===== config.mk =====
export PLATFORM = sky130hd
export DESIGN_NAME = instr_sequencer
export DESIGN_NICKNAME = d
export VERILOG_FILES = /design/src/rtl/gate_ctrl_pkg.sv /design/src/rtl/mem_watchdog.sv /design/src/rtl/instr_sequencer.sv
export SDC_FILE = /design/constraint.sdc
export NUM_CORES = 1
export LEC_CHECK = 0
export ABC_AREA = 0
export BUFFER_PORTS_ARGS = -buffer_cell sky130_fd_sc_hd__buf_2
export CAP_MARGIN = 20
export CORE_MARGIN = 1
export CORE_UTILIZATION = 57
export DETAILED_ROUTE_END_ITERATION = 10
export PLACE_DENSITY = 0.85
export SLEW_MARGIN = 5
export SYNTH_ARGS = -nofsm -noshare
export SYNTH_HDL_FRONTEND = slang
export SYNTH_HIERARCHICAL = 1
export SYNTH_SLANG_ARGS = --single-unit

===== constraint.sdc =====
create_clock -name CLK -period 4.8 [get_ports CLK]
set_input_delay 0.24 -clock CLK [delete_from_list [all_inputs] [get_ports CLK]]
set_output_delay 0.24 -clock CLK [all_outputs]
set_load 0.02 [all_outputs]

===== src/rtl/gate_ctrl_pkg.sv =====
// Shared control definitions for the multi-cycle datapath: FSM state
// encoding, opcode constants, opcode class decodes and mux select codes.
package gate_ctrl_pkg;

  typedef enum logic [2:0] {
    FETCH   = 3'd0,
    DECODE  = 3'd1,
    EXECUTE = 3'd2,
    MEM     = 3'd3,
    WB      = 3'd4,
    HALT    = 3'd5,
    FAULT   = 3'd6
  } state_t;

  localparam logic [3:0] OP_NOP   = 4'h0;
  localparam logic [3:0] OP_STORE = 4'h7;
  localparam logic [3:0] OP_LOAD  = 4'h8;
  localparam logic [3:0] OP_BRZ   = 4'h9;
  localparam logic [3:0] OP_JMP   = 4'hA;
  localparam logic [3:0] OP_HALT  = 4'hB;
  localparam logic [3:0] OP_LOADI = 4'hF;

  localparam logic [1:0] PCSRC_INC    = 2'd0;
  localparam logic [1:0] PCSRC_BRANCH = 2'd1;
  localparam logic [1:0] PCSRC_JUMP   = 2'd2;

  localparam logic [1:0] WBSEL_ALU = 2'd0;
  localparam logic [1:0] WBSEL_MEM = 2'd1;
  localparam logic [1:0] WBSEL_IMM = 2'd2;

  // Immediate-operand class: ALU immediate ops and LOADI (1100-1111).
  function automatic logic isAluImm(input logic [3:0] op);
    return op >= 4'hC;
  endfunction

  // Opcodes that need the MEM state.
  function automatic logic isMem(input logic [3:0] op);
    return (op == OP_STORE) || (op == OP_LOAD);
  endfunction

endpackage


===== src/rtl/mem_watchdog.sv =====
// Memory handshake watchdog: counts request cycles that go unacknowledged
// and flags expiry on the cycle the count would reach TIMEOUT.
module mem_watchdog #(
  parameter int unsigned TIMEOUT = 15
) (
  input  logic clk_i,
  input  logic clear_i,
  input  logic enable_i,
  input  logic ack_i,
  output logic expired_o
);

  localparam logic [7:0] LAST = 8'(TIMEOUT - 1);

  logic [7:0] count_q;
  logic [7:0] count_d;

  // Next count: clear wins, otherwise step on each unacknowledged request.
  always_comb begin
    count_d = count_q;
    if (clear_i) begin
      count_d = '0;
    end else if (enable_i && !ack_i) begin
      count_d = count_q + 8'd1;
    end
  end

  // Count register; reset arrives through clear_i.
  always_ff @(posedge clk_i) begin
    count_q <= count_d;
  end

  // An ack in the expiring cycle suppresses expiry.
  assign expired_o = enable_i && !ack_i && (count_q == LAST);

endmodule


===== src/rtl/instr_sequencer.sv =====
// Multi-cycle control FSM: fetch/decode/execute/mem/writeback sequencing,
// opcode decode, memory watchdog and retired-instruction counter.
module instr_sequencer
  import gate_ctrl_pkg::*;
#(
  parameter int unsigned TIMEOUT = 15,
  parameter int unsigned CNT_W   = 16
) (
  input  logic             CLK,
  input  logic             reset,
  input  logic             run,
  input  logic [3:0]       Opcode,
  input  logic             zeroFlag,
  input  logic             memAck,
  output logic             irWrite,
  output logic             pcWrite,
  output logic [1:0]       pcSrc,
  output logic             memRead,
  output logic             memWrite,
  output logic             memAddrSel,
  output logic             regWrite,
  output logic [1:0]       wbSel,
  output logic             aluSrcImm,
  output logic [3:0]       aluOp,
  output logic             halted,
  output logic             fault,
  output logic [2:0]       state,
  output logic [CNT_W-1:0] retired
);

  state_t           state_q, state_d;
  logic [CNT_W-1:0] retired_q;
  logic             retire;
  logic             wd_clear, wd_enable, wd_expired;

  // State and retired-count registers.
  always_ff @(posedge CLK) begin
    if (reset) begin
      state_q   <= FETCH;
      retired_q <= '0;
    end else begin
      state_q <= state_d;
      if (retire) begin
        retired_q <= retired_q + CNT_W'(1);
      end
    end
  end

  // Next-state and retire decision; reset suppresses both.
  always_comb begin
    state_d = state_q;
    retire  = 1'b0;
    if (!reset) begin
      case (state_q)
        FETCH: begin
          if (run) begin
            if (memAck)          state_d = DECODE;
            else if (wd_expired) state_d = FAULT;
          end
        end
        DECODE: begin
          if (Opcode == OP_NOP) begin
            state_d = FETCH;
            retire  = 1'b1;
          end else if (Opcode == OP_HALT) begin
            state_d = HALT;
          end else begin
            state_d = EXECUTE;
          end
        end
        EXECUTE: begin
          if (Opcode == OP_BRZ || Opcode == OP_JMP) begin
            state_d = FETCH;
            retire  = 1'b1;
          end else if (isMem(Opcode)) begin
            state_d = MEM;
          end else begin
            state_d = WB;
          end
        end
        MEM: begin
          if (memAck) begin
            if (Opcode == OP_STORE) begin
              state_d = FETCH;
              retire  = 1'b1;
            end else begin
              state_d = WB;
            end
          end else if (wd_expired) begin
            state_d = FAULT;
          end
        end
        WB: begin
          state_d = FETCH;
          retire  = 1'b1;
        end
        HALT:    state_d = HALT;
        FAULT:   state_d = FAULT;
        default: state_d = FAULT;
      endcase
    end
  end

  // Moore output decode; irWrite/pcWrite in FETCH are qualified by memAck.
  always_comb begin
    irWrite    = 1'b0;
    pcWrite    = 1'b0;
    pcSrc      = PCSRC_INC;
    memRead    = 1'b0;
    memWrite   = 1'b0;
    memAddrSel = 1'b0;
    regWrite   = 1'b0;
    wbSel      = WBSEL_ALU;
    aluSrcImm  = 1'b0;
    aluOp      = '0;
    halted     = 1'b0;
    fault      = 1'b0;
    if (!reset) begin
      case (state_q)
        FETCH: begin
          if (run) begin
            memRead = 1'b1;
            if (memAck) begin
              irWrite = 1'b1;
              pcWrite = 1'b1;
              pcSrc   = PCSRC_INC;
            end
          end
        end
        EXECUTE: begin
          aluOp     = Opcode;
          aluSrcImm = isAluImm(Opcode) || isMem(Opcode);
          if (Opcode == OP_BRZ) begin
            pcWrite = zeroFlag;
            pcSrc   = PCSRC_BRANCH;
          end else if (Opcode == OP_JMP) begin
            pcWrite = 1'b1;
            pcSrc   = PCSRC_JUMP;
          end
        end
        MEM: begin
          memAddrSel = 1'b1;
          memRead    = (Opcode == OP_LOAD);
          memWrite   = (Opcode == OP_STORE);
        end
        WB: begin
          regWrite = 1'b1;
          if (Opcode == OP_LOAD)       wbSel = WBSEL_MEM;
          else if (Opcode == OP_LOADI) wbSel = WBSEL_IMM;
          else                         wbSel = WBSEL_ALU;
        end
        HALT:    halted = 1'b1;
        FAULT:   fault  = 1'b1;
        default: ;
      endcase
    end
  end

  // Watchdog restarts on every state change (entry) and on reset.
  assign wd_clear  = reset || (state_d != state_q);
  assign wd_enable = memRead || memWrite;

  mem_watchdog #(.TIMEOUT(TIMEOUT)) u_wdog (
    .clk_i     (CLK),
    .clear_i   (wd_clear),
    .enable_i  (wd_enable),
    .ack_i     (memAck),
    .expired_o (wd_expired)
  );

  assign state   = state_q;
  assign retired = retired_q;

endmodule

==> summary.txt <==
Run status
  – Status: complete, but fails checks
  – Failing checks: DRC

Worst setup path
  – Crit path cell chain: nor3b_1, a31oi_1, nor3_1, or2_2, nand4b_4, nor3_1, nor2_1, a32oi_1, nor2_1, mux2_2, nand4_1, a211oi_1
  – Crit path DAT: 3.33 ns
  – First element of the critical path: state[0]
  – Cell at the slowest stage of the critical path: dfxtp_1
  – Critical Path RT: 5.05 ns
  – Critical Path Max Stage Delay: 0.51 ns
  – Capturing point of the worst reg2reg path: u_wdog/count_q[1]
  – Worst reg-to-reg setup slack: 1.71 ns
  – Critical path depth: 12
  – FF-to-FF path depth: 12
  – CP bufs+invs: 0
  – Reg-to-reg critical path startpoint: state[0]
  – Critical path capture point type: flip-flop
  – Worst Setup EP: u_wdog/count_q[1]
  – Worst-path fanout max: 21
  – Crit path max-delay family: simple AND/OR/NAND/NOR gates
  – Critical Path Start Type: flip-flop
  – WS Path Type: flip-flop to flip-flop

Floorplanning
  – Die footprint: 3287 µm²
  – Die X: 57.34 µm
  – Initial Util: 0.6170
  – Core Area: 2829 µm²
  – # IOs: 45
  – Row count: 19
  – Die Span Y: 57.34 µm

GRT
  – GRT Residual Overflow: 0
  – Initial antenna violation count: 0
  – Number of global-route vias before repair: 1408
  – GRT Resource Usage Total: 0.2284
  – Largest net degree at the start of global routing: 30
  – Wire length of the first global-routing pass: 6044 µm

Synthesis
  – Mux cell area share after synthesis: 0.02509
  – Ys async rst share: 0
  – Most frequent cell after synthesis: dfxtp_1
  – Largest family of logic cells by synthesized area: simple AND/OR/NAND/NOR gates
  – Post-Synth Adder-Cell Area: 0.02151
  – Mean post-synth cell area: 7.689 µm²
  – Post-Synth XOR/XNOR Area: 0.02007
  – Number of synthesized flops with an enable pin: 0
  – Netlist cell types: 49
  – Cell count after synthesis: 227
  – Seq/Total Area, Yosys: 0.3097
  – Syn Nets: 239
  – Synth Flop Type: dfxtp_1
  – Post-Synth Simple-Gate Area: 0.3634
  – Commonest cells in the synthesized netlist: dfxtp_1, a21oi_1, nand2_1, nor2_1, nor3_1
  – Yosys reg bits: 27
  – Top-area cell type share of the netlist area: 0.3097
  – Post-synthesis instance area: 1745 µm²
  – Compound-Gate Fraction of Synth Area: 0.1986
  – Synth Warn #: 6
  – Cell taking the most area after synthesis: dfxtp_1
  – Synth area leaders: dfxtp_1, a21oi_1, nor3_1, o21ai_0, nand2_1

Cells and area
  – Fraction of layout cells with a size suffix above 1: 0.2261
  – Area Growth Syn to Fin: 12.33%
  – Nets: 274
  – Antenna diodes: 0

Clock tree
  – Clk buf depth: 2
  – Clk root buf: clkbuf_4
  – Clock H-tree levels: 1
  – Clock Latency Late Sink: 0.32 ns
  – Clk pin slew, worst setup/hold paths: 0.14 ns
  – Post-CTS sizing: 0
  – Num CTS Buffers: 3
  – CTS tree: done
  – Cts hold-fix bufs: 0
  – Postcts setup bufs: 0
  – Num Clock Sinks: 27

Routing
  – DRT iter0 DRCs: 121
  – Vias: 1759
  – DR pass1 iterations: 7
  – Via density: 6.024
  – Routed wire per std cell: 12.77 µm
  – Post-DRT Antenna Nets: 0
  – Routed WL: 3728 µm
  – Drc violations: 2

Place
  – Hpwl dp: 2803 µm
  – Buffers added on ports: 44
  – GP Congestion: 0.8955

Timing
  – Slew margin rel.: 0.6149
  – Worst-Margin Slew: 0.5769 ns
  – Fin crit share: 0.6436
  – FMAX: 323.7 MHz
  – Final Hold Fails: 0
  – Fin crit period: 3.089 ns
  – Slew Limit Fails: 0
  – RSZ-0062 raised after global routing: false
  – Setup Skew: 0.001091 ns
  – Setup TNS: 0 ns
  – Setup Viol. Count Final: 0

Power and ir drop
  – Power density cells: 193.8 nW/µm²
  – Overall Power: 0.3800 mW
  – Leakage: 0.7967 nW
  – Worst VDD drop: 0.1598 mV

Job
  – Max-cap violations: 0

Hold path
  – Hold Crit Class: primary input to flip-flop
==> final cells by class <==
cell class | count | area, µm²
Sequential cell | 27 | 540.5
Multi-Input combinational cell | 176 | 1097
Fill cell | 267 | 868.3
Clock buffer | 4 | 26.28
Tap cell | 31 | 38.79
Inverter | 10 | 37.54
Timing Repair Buffer | 44 | 220.2
==> flip-flops by register name (all words and copies together), names as in the netlist <==
register and count:
retired 16, state 3, u_wdog/count_q 8
==> report_power, final <==
group	internal, mW	leakage, nW	total [mW]	switching, mW
Combinational	0.0193	0.564	0.0512	0.0319
Clock	0.0325	0.0150	0.0973	0.0647
Sequential	0.226	0.218	0.232	0.00533
Total	0.278	0.797	0.380	0.102
==> layout by cell type (no fill, tap or decap), types with 4 or more instances in the layout <==
cell type / Yosys / final
nor3_1: 13 / 13
o21ai_0: 12 / 12
inv_1: 10 / 10
nand2_1: 15 / 15
nor2b_1: 7 / 7
dfxtp_1: 27 / 27
and3_1: 4 / 4
nand2b_1: 5 / 5
buf_2: 2 / 44
or4_1: 6 / 6
a21oi_1: 20 / 20
nor3b_1: 4 / 4
nor2_1: 15 / 15
nor4_1: 4 / 4
o31ai_1: 7 / 7
or3_1: 8 / 8
and2_1: 6 / 6
nand3_1: 10 / 10
==> how the worst min path moves through the flow <==
| stage | from | end | slack [ns] | cells after the start |
|---|---|---|---|---|
| after floorplan | u_wdog/count_q[7] | u_wdog/count_q[7] | 0.45 | 2 |
| after global placement | u_wdog/count_q[7] | u_wdog/count_q[7] | 0.47 | 2 |
| after detailed placement | u_wdog/count_q[7] | u_wdog/count_q[7] | 0.48 | 2 |
| after CTS | Opcode[2] | state[2] | 0.34 | 5 |
| after global routing | reset | retired[0] | 0.36 | 2 |
| final | Opcode[2] | state[2] | 0.35 | 5 |
==> stage by stage <==
| step | std cells | setup WS [ns] | cell area [µm²] | hold WS [ns] | utilization |
|---|---|---|---|---|---|
| 5_1_grt | 292 | 1.361 | 1961 | 0.3647 | 0.6931 |
| 2_1_floorplan | 227 | 1.650 | 1745 | 0.4526 | - |
| 6_report | 292 | 1.711 | 1961 | 0.3465 | 0.6931 |
| 3_3_place_gp | 288 | 1.882 | 1934 | 0.4721 | 0.6838 |
| 4_1_cts | 292 | 1.777 | 1961 | 0.3439 | 0.6931 |
| 3_5_place_dp | 288 | 1.830 | 1934 | 0.4816 | 0.6838 |
==> cell families after synthesis <==
kind of cell / count (synthesis)
compound gates: 55
simple gates: 110
buf+inv: 24
fa+ha+maj: 3
xor+xnor: 4
flops: 27
mux: 4
==> per-layer routing <==
metal | vias to the layer above | global-route usage | wire length, µm
li1 | 902 | - | -
met4 | 0 | 0.06620 | 35
met3 | 5 | 0.02721 | 133
met5 | - | 0 | 0
met1 | 808 | 0.3098 | 1718
met2 | 44 | 0.3832 | 1840
==> worst min-delay path, delay by kind of cell <==
kind | cells | cell delay, ns
buf+inv | 1 | 0.13
simple gates | 3 | 0.20
compound gates | 1 | 0.07
Note: power is estimated with default switching activity, not from simulation.
